## config.mk

```make
export PLATFORM = sky130hd
export DESIGN_NAME = muldiv_sequencer_flat
export DESIGN_NICKNAME = d
export VERILOG_FILES = /design/src/rtl/muldiv_pkg.sv /design/src/rtl/muldiv_sequencer_if.sv /design/src/rtl/muldiv_iter_core.sv /design/src/rtl/muldiv_sequencer.sv /design/src/flat_wrapper.sv
export SDC_FILE = /design/constraint.sdc
export NUM_CORES = 1
export LEC_CHECK = 0
export ABC_AREA = 1
export CORE_UTILIZATION = 58
export DETAILED_ROUTE_END_ITERATION = 8
export PLACE_DENSITY_LB_ADDON = 0.25
export SKIP_CTS_REPAIR_TIMING = 1
export SYNTH_ARGS = -nofsm -noshare
export SYNTH_HDL_FRONTEND = slang
export SYNTH_SLANG_ARGS = --single-unit
```

## constraint.sdc

```tcl
create_clock -name clk -period 2.3 [get_ports clk]
set_input_delay 0.23 -clock clk [delete_from_list [all_inputs] [get_ports clk]]
set_output_delay 0.23 -clock clk [all_outputs]
set_load 0.01 [all_outputs]
```

## src/rtl/muldiv_pkg.sv

```systemverilog
// Shared definitions for the HI/LO multiply/divide sequencer:
// op and state encodings, operand width, iteration count, magnitude helper.
package muldiv_pkg;
  localparam int XLEN  = 32;
  localparam int STEPS = 32;
  localparam int CNT_W = $clog2(STEPS);

  typedef enum logic [1:0] {
    OP_MULTU = 2'd0,
    OP_DIVU  = 2'd1,
    OP_MULT  = 2'd2,
    OP_DIV   = 2'd3
  } op_e;

  typedef enum logic [1:0] {
    ST_IDLE  = 2'd0,
    ST_RUN   = 2'd1,
    ST_FIX   = 2'd2,
    ST_WRITE = 2'd3
  } state_e;

  // Two's-complement negate when neg is set (absolute value / sign restore).
  function automatic logic [XLEN-1:0] cond_neg(input logic [XLEN-1:0] v, input logic neg);
    return neg ? (~v + 1'b1) : v;
  endfunction
endpackage

```

## src/rtl/muldiv_sequencer_if.sv

```systemverilog
// Pipeline-side bundle for the mul/div sequencer: issue, flush, HI/LO
// hazard inputs and the busy/stall/done/HI/LO outputs.
interface muldiv_sequencer_if;
  import muldiv_pkg::*;

  logic            start;
  logic [1:0]      op;
  logic [XLEN-1:0] src_a;
  logic [XLEN-1:0] src_b;
  logic            flush;
  logic            hi_used;
  logic            lo_used;
  logic            busy;
  logic            stall;
  logic            done;
  logic [XLEN-1:0] hi;
  logic [XLEN-1:0] lo;

  modport master (
    output start, op, src_a, src_b, flush, hi_used, lo_used,
    input  busy, stall, done, hi, lo
  );

  modport slave (
    input  start, op, src_a, src_b, flush, hi_used, lo_used,
    output busy, stall, done, hi, lo
  );
endinterface

```

## src/rtl/muldiv_iter_core.sv

```systemverilog
// Iteration datapath: 64-bit shift register plus one 33-bit add/subtract.
// Multiply: {product_hi, multiplier} shifts right, adding the multiplicand
// into the upper half when the current multiplier LSB is 1.
// Divide (restoring): {remainder, quotient} shifts left, subtracting the
// divisor when it fits and shifting a 1 into the quotient. A zero divisor
// always "fits", which naturally yields quotient all-ones and remainder =
// dividend.
module muldiv_iter_core
  import muldiv_pkg::*;
(
  input  logic              clk,
  input  logic              rst_n,
  input  logic              i_load,
  input  logic              i_step,
  input  logic              i_is_div,
  input  logic [XLEN-1:0]   i_a,
  input  logic [XLEN-1:0]   i_b,
  output logic [2*XLEN-1:0] o_acc
);
  logic [2*XLEN-1:0] r_acc;
  logic [XLEN-1:0]   r_b;
  logic [XLEN+1:0]   w_as;
  logic              w_fits;
  logic [2*XLEN-1:0] w_nxt;

  // One shared adder; the divide path compares the shifted-in 33-bit
  // partial remainder against the divisor, the multiply path accumulates.
  always_comb begin
    w_as   = i_is_div ? ({1'b0, r_acc[2*XLEN-1:XLEN-1]} - {2'b0, r_b})
                      : ({2'b0, r_acc[2*XLEN-1:XLEN]}   + {2'b0, r_b});
    w_fits = ~w_as[XLEN+1];
    if (i_is_div)
      w_nxt = w_fits ? {w_as[XLEN-1:0], r_acc[XLEN-2:0], 1'b1}
                     : {r_acc[2*XLEN-2:0], 1'b0};
    else
      w_nxt = r_acc[0] ? {w_as[XLEN:0], r_acc[XLEN-1:1]}
                       : {1'b0, r_acc[2*XLEN-1:1]};
  end

  // Load operands on issue, then advance one step per RUN cycle.
  always_ff @(posedge clk or negedge rst_n) begin
    if (!rst_n) begin
      r_acc <= '0;
      r_b   <= '0;
    end else if (i_load) begin
      r_acc <= {{XLEN{1'b0}}, i_a};
      r_b   <= i_b;
    end else if (i_step) begin
      r_acc <= w_nxt;
    end
  end

  assign o_acc = r_acc;
endmodule

```

## src/rtl/muldiv_sequencer.sv

```systemverilog
// HI/LO multi-cycle mul/div sequencer: FSM, step counter, stall generation,
// sign handling and the architectural HI/LO registers.
// Optional signed MULT/DIV support is compiled in with `define MULDIV_SIGNED_EN.
module muldiv_sequencer
  import muldiv_pkg::*;
#(
  parameter int XLEN = 32
) (
  input  logic               clk,
  input  logic               rst_n,
  muldiv_sequencer_if.slave  bus
);
  state_e            r_state;
  logic [CNT_W-1:0]  r_cnt;
  logic              r_is_div;
  logic              r_busy;
  logic              r_done;
  logic [XLEN-1:0]   r_hi;
  logic [XLEN-1:0]   r_lo;

  logic              w_load;
  logic              w_step;
  logic [XLEN-1:0]   w_a_mag;
  logic [XLEN-1:0]   w_b_mag;
  logic [2*XLEN-1:0] w_acc;
  logic [2*XLEN-1:0] w_res;

  assign w_load = (r_state == ST_IDLE) & bus.start & ~bus.flush;
  assign w_step = (r_state == ST_RUN);

`ifdef MULDIV_SIGNED_EN
  logic              r_sgn;
  logic              r_neg_q;
  logic              r_neg_r;
  logic [2*XLEN-1:0] r_fix;
  logic              w_a_neg;
  logic              w_b_neg;
  logic [2*XLEN-1:0] w_fix;

  assign w_a_neg = bus.op[1] & bus.src_a[XLEN-1];
  assign w_b_neg = bus.op[1] & bus.src_b[XLEN-1];
  assign w_a_mag = cond_neg(bus.src_a, w_a_neg);
  assign w_b_mag = cond_neg(bus.src_b, w_b_neg);

  // Sign restore: product as a whole, quotient by sign difference,
  // remainder follows the dividend.
  always_comb begin
    if (r_is_div)
      w_fix = {cond_neg(w_acc[2*XLEN-1:XLEN], r_neg_r), cond_neg(w_acc[XLEN-1:0], r_neg_q)};
    else
      w_fix = r_neg_q ? (~w_acc + 1'b1) : w_acc;
  end

  assign w_res = r_sgn ? r_fix : w_acc;
`else
  assign w_a_mag = bus.src_a;
  assign w_b_mag = bus.src_b;
  assign w_res   = w_acc;
`endif

  muldiv_iter_core u_core (
    .clk      (clk),
    .rst_n    (rst_n),
    .i_load   (w_load),
    .i_step   (w_step),
    .i_is_div (r_is_div),
    .i_a      (w_a_mag),
    .i_b      (w_b_mag),
    .o_acc    (w_acc)
  );

  // Sequencer FSM with registered busy/done and the HI/LO commit.
  always_ff @(posedge clk or negedge rst_n) begin
    if (!rst_n) begin
      r_state  <= ST_IDLE;
      r_cnt    <= '0;
      r_is_div <= 1'b0;
      r_busy   <= 1'b0;
      r_done   <= 1'b0;
      r_hi     <= '0;
      r_lo     <= '0;
`ifdef MULDIV_SIGNED_EN
      r_sgn    <= 1'b0;
      r_neg_q  <= 1'b0;
      r_neg_r  <= 1'b0;
      r_fix    <= '0;
`endif
    end else begin
      case (r_state)
        ST_IDLE: begin
          if (w_load) begin
            r_state  <= ST_RUN;
            r_cnt    <= CNT_W'(STEPS - 1);
            r_is_div <= bus.op[0];
            r_busy   <= 1'b1;
`ifdef MULDIV_SIGNED_EN
            r_sgn    <= bus.op[1];
            r_neg_q  <= w_a_neg ^ w_b_neg;
            r_neg_r  <= w_a_neg;
`endif
          end
        end
        ST_RUN: begin
          if (bus.flush) begin
            r_state <= ST_IDLE;
            r_busy  <= 1'b0;
          end else if (r_cnt == '0) begin
`ifdef MULDIV_SIGNED_EN
            if (r_sgn) begin
              r_state <= ST_FIX;
            end else begin
              r_state <= ST_WRITE;
              r_done  <= 1'b1;
            end
`else
            r_state <= ST_WRITE;
            r_done  <= 1'b1;
`endif
          end else begin
            r_cnt <= r_cnt - 1'b1;
          end
        end
`ifdef MULDIV_SIGNED_EN
        ST_FIX: begin
          if (bus.flush) begin
            r_state <= ST_IDLE;
            r_busy  <= 1'b0;
          end else begin
            r_fix   <= w_fix;
            r_state <= ST_WRITE;
            r_done  <= 1'b1;
          end
        end
`endif
        ST_WRITE: begin
          // Flush is deliberately ignored here: the result is architectural.
          r_hi    <= w_res[2*XLEN-1:XLEN];
          r_lo    <= w_res[XLEN-1:0];
          r_state <= ST_IDLE;
          r_busy  <= 1'b0;
          r_done  <= 1'b0;
        end
        default: begin
          r_state <= ST_IDLE;
          r_busy  <= 1'b0;
          r_done  <= 1'b0;
        end
      endcase
    end
  end

  assign bus.busy  = r_busy;
  assign bus.stall = r_busy & (bus.start | bus.hi_used | bus.lo_used);
  assign bus.done  = r_done;
  assign bus.hi    = r_hi;
  assign bus.lo    = r_lo;
endmodule

```

## src/flat_wrapper.sv

```systemverilog
// flat-port wrapper written by rule: the top's interface ports become plain ports
module muldiv_sequencer_flat import muldiv_pkg::*;
#(
  parameter int XLEN = 32
)
  (clk, rst_n, bus_start, bus_op, bus_src_a, bus_src_b, bus_flush, bus_hi_used, bus_lo_used, bus_busy, bus_stall, bus_done, bus_hi, bus_lo);
  muldiv_sequencer_if bus_i ();
  input  logic clk;
  input  logic rst_n;
  input wire logic [$bits(bus_i.start)-1:0] bus_start;
  input wire logic [$bits(bus_i.op)-1:0] bus_op;
  input wire logic [$bits(bus_i.src_a)-1:0] bus_src_a;
  input wire logic [$bits(bus_i.src_b)-1:0] bus_src_b;
  input wire logic [$bits(bus_i.flush)-1:0] bus_flush;
  input wire logic [$bits(bus_i.hi_used)-1:0] bus_hi_used;
  input wire logic [$bits(bus_i.lo_used)-1:0] bus_lo_used;
  output wire logic [$bits(bus_i.busy)-1:0] bus_busy;
  output wire logic [$bits(bus_i.stall)-1:0] bus_stall;
  output wire logic [$bits(bus_i.done)-1:0] bus_done;
  output wire logic [$bits(bus_i.hi)-1:0] bus_hi;
  output wire logic [$bits(bus_i.lo)-1:0] bus_lo;
  assign bus_i.start = bus_start;
  assign bus_i.op = bus_op;
  assign bus_i.src_a = bus_src_a;
  assign bus_i.src_b = bus_src_b;
  assign bus_i.flush = bus_flush;
  assign bus_i.hi_used = bus_hi_used;
  assign bus_i.lo_used = bus_lo_used;
  assign bus_busy = bus_i.busy;
  assign bus_stall = bus_i.stall;
  assign bus_done = bus_i.done;
  assign bus_hi = bus_i.hi;
  assign bus_lo = bus_i.lo;
  muldiv_sequencer #(.XLEN(XLEN)) u_core (.clk(clk), .rst_n(rst_n), .bus(bus_i));
endmodule
```

==> impl_metrics.ini <==
[sta]
hold_violations = 0
setup_tns_ns = -0.564
worst_slack_ns = -0.128
rsz0062_at_grt = true
fmax_mhz = 412
clock_skew_ns = 0.0198
tightest_slew_ns = 0.595
relSlewSlack = 0.603
setup_viol = 15
period_share = 1.06
slew_violations = 0
period_needed_ns = 2.43

[global_route]
overflow = 0
grt_max_degree = 59
grt_pass1_vias = 13500
antenna_found_initial = 0
grt_pass1_wl_mm = 67.8
grt_use_total = 0.390

[critical_path]
cpMaxStageDelayCell = fa_2
worstSetupEndpointType = flop
crit_required_ns = 2.65
path_delay_family = adder cells
reg2reg_slack_ns = -0.13
crit_path_cell_trace = ha_2, inv_2, fa_2, inv_2, buf_6, nand3_2, nand3b_1, buf_4, a21oi_2, o21ai_2, nand3_1, nand2_1, nand3_2, o21ai_2
worstSetupPathType = flop to flop
worst-path-buf-inv = 4
arrival_ns = 2.78
slowest_delay_ns = 0.43
critPathLaunchType = flop
critical_path.max_fanout = 3

[placed_design]
place_congestion = 0.973
dpl.hpwl_mm = 32.8
io_buffers = 137

[cts]
cts_made_buffers = 17
ctsHtreeMaxLevel = 4
insertion_delay_ns = 0.45
cts.reportedPaths.clkPinSlew_ns = 0.09
cts_tree = done
cts_root_buffer = clkbuf_16
cts_buffer_depth = 2
cts.sinks = 170

[final_layout]
syn_to_final_growth_pct = 36.2
nets = 2437
fillers = 1539
finalCoreUtilization = 0.805
drive_gt1_frac = 0.198

[floorplan]
io_pins = 139
core_area_um2 = 21800
dieArea_um2 = 22800
start_util = 0.591
rows = 54
die_w_um = 151
die_h_um = 151

[logic_synthesis]
ys_types = 40
synth-seq-area-share = 0.331
avgSynthCellArea_um2 = 6.37
yosys_warnings = 0
syn_inst = 2017
ys_ff_latch = 170
synthesis.area_um2 = 12900
syn_nets = 2157

[detailed_routing]
vias_per_cell = 5.69
antenna_left = 0
wl_per_cell_um = 17.7
dr.first_iter.drc_count = 1265
first_pass_iters = 6
routed_wl_mm = 46.0
dr_total_vias = 14700
drc = 0

[pwr]
p_per_area_nw_per_um2 = 1760
leakagePower_nw = 9.12
vdd_drop_max_mv = 0.756

[outcome]
status = finished with violations
failed_checks = setup timing

[job]
maxCapViolCount = 0

[worst_hold_path]
hp-class = input port to asynchronous set/reset pin
==> cell type report <==
type,count,area (um2),share of cell area
multi-input combinational,1432,7940,0.453
sequential,170,4280,0.244
timing repair buffer,323,2970,0.170
inverter,353,1330,0.0757
clock buffer,17,425,0.0243
tap,280,350,0.0200
clock inverter,15,218,0.0124
antenna,1,2.50,0.000143
==> cells in the mapped netlist, drive strengths merged <==
library cell / count / share of area
nand4: 13 / 0.0063
o221ai: 31 / 0.021
fa: 2 / 0.0031
xor2: 3 / 0.0020
o211ai: 1 / 0.00058
o21bai: 4 / 0.0023
dfrtp: 170 / 0.33
nor2: 136 / 0.040
a21oi: 133 / 0.053
a22oi: 2 / 0.0012
xnor2: 2 / 0.0014
inv: 352 / 0.10
mux2: 21 / 0.018
nand2: 714 / 0.21
nand3: 124 / 0.049
o31ai: 1 / 0.00058
o22ai: 3 / 0.0015
a31oi: 1 / 0.00049
nor4: 2 / 0.00097
ha: 66 / 0.064
or2: 3 / 0.0015
buf: 14 / 0.0060
and3: 3 / 0.0015
nor3: 11 / 0.0055
clkinv: 1 / 0.00029
o21ai: 149 / 0.058
clkbuf: 48 / 0.014
nand3b: 3 / 0.0018
and2: 4 / 0.0019
==> sequential cells by signal (all words and copies together) (netlist names) <==
signal / cells
u_core.r_cnt: 5
u_core.r_state: 2
u_core.u_core.r_b: 32
u_core.bus.hi: 32
u_core.bus.done: 1
u_core.r_is_div: 1
u_core.bus.lo: 32
u_core.u_core.o_acc: 64
u_core.bus.busy: 1
==> worst reg2reg max path: stages, from the launching register on <==
cell and delay (ns):
dfrtp_1 0.39, ha_2 0.21, inv_2 0.05, fa_2 0.43, inv_2 0.09, buf_6 0.10, nand3_2 0.06, nand3b_1 0.19
buf_4 0.17, a21oi_2 0.05, o21ai_2 0.09, nand3_1 0.09, nand2_1 0.10, nand3_2 0.09, o21ai_2 0.22
==> cells by family (layout without fill, tap and decap cells) <==
logic type / Yosys count / in the layout / share of synthesized area
other cells: 0 / 1 / 0
buf+inv: 415 / 708 / 0.123
compound gates: 325 / 325 / 0.139
xor+xnor: 5 / 5 / 0.00341
fa+ha+maj: 68 / 68 / 0.0674
simple gates: 1013 / 1013 / 0.318
flops: 170 / 170 / 0.331
mux: 21 / 21 / 0.0184
==> cells in the final DEF, fill, tap and decap left out, types with 19 or more instances in the layout <==
cell type        Yosys  routed
nor2_1             134     109
dfrtp_1            170     151
a21oi_1            131     109
o221ai_1            31      31
nand2_1            709     662
o21ai_0            146     116
a21oi_2              1      23
nand3_1            122     102
clkdlybuf4s50_1      0     136
mux2_2              21      21
ha_1                66      29
ha_4                 0      33
o21ai_1              3      27
nor2_2               2      24
inv_2                4      19
inv_1              348     333
nand2_2              5      45
nand3_2              2      19
buf_4                0     165
clkbuf_16            0      19
==> routing by layer <==
layer  global-route usage  share of wire
met5                    0              0
met3               0.0940           0.11
met2                0.636           0.46
met1                0.515           0.40
met4                0.110          0.033
==> stage by stage <==
stage | instances | total power, mW | worst slack [ns] | area (um2) | hold WS (ns)
finish | 2591 | 30.9 | -0.128 | 17500 | 0.252
global route | 2590 | 33.1 | -0.205 | 17500 | 0.273
CTS | 2564 | 27.1 | -0.210 | 16300 | -0.342
detailed placement | 2532 | 23.7 | -0.162 | 15700 | 0.139
global placement | 2532 | 23.2 | -0.0666 | 15700 | 0.134
floorplan | 2017 | 16.4 | 0.193 | 12900 | -0.0656
==> path summary, 6_finish.rpt <==
kind,end,from,depth (start not counted)
max,u_core.u_core.o_acc[41],u_core.u_core.r_b[0],14
min,u_core.u_core.r_b[27],rst_n,2
max reg2reg,u_core.u_core.o_acc[41],u_core.u_core.r_b[0],14
min reg2reg,u_core.bus.lo[27],u_core.bus.lo[27],2
max in group asynchronous,u_core.u_core.o_acc[44],rst_n,3
min in group clk,u_core.u_core.r_b[0],bus_src_b[0],3
==> report_power, final <==
group,switching (mW),internal (mW),total (mW)
sequential,1.00,3.96,4.96
combinational,13.7,9.08,22.7
clock,1.60,1.61,3.21
Note: power is estimated with default switching activity, not from simulation.
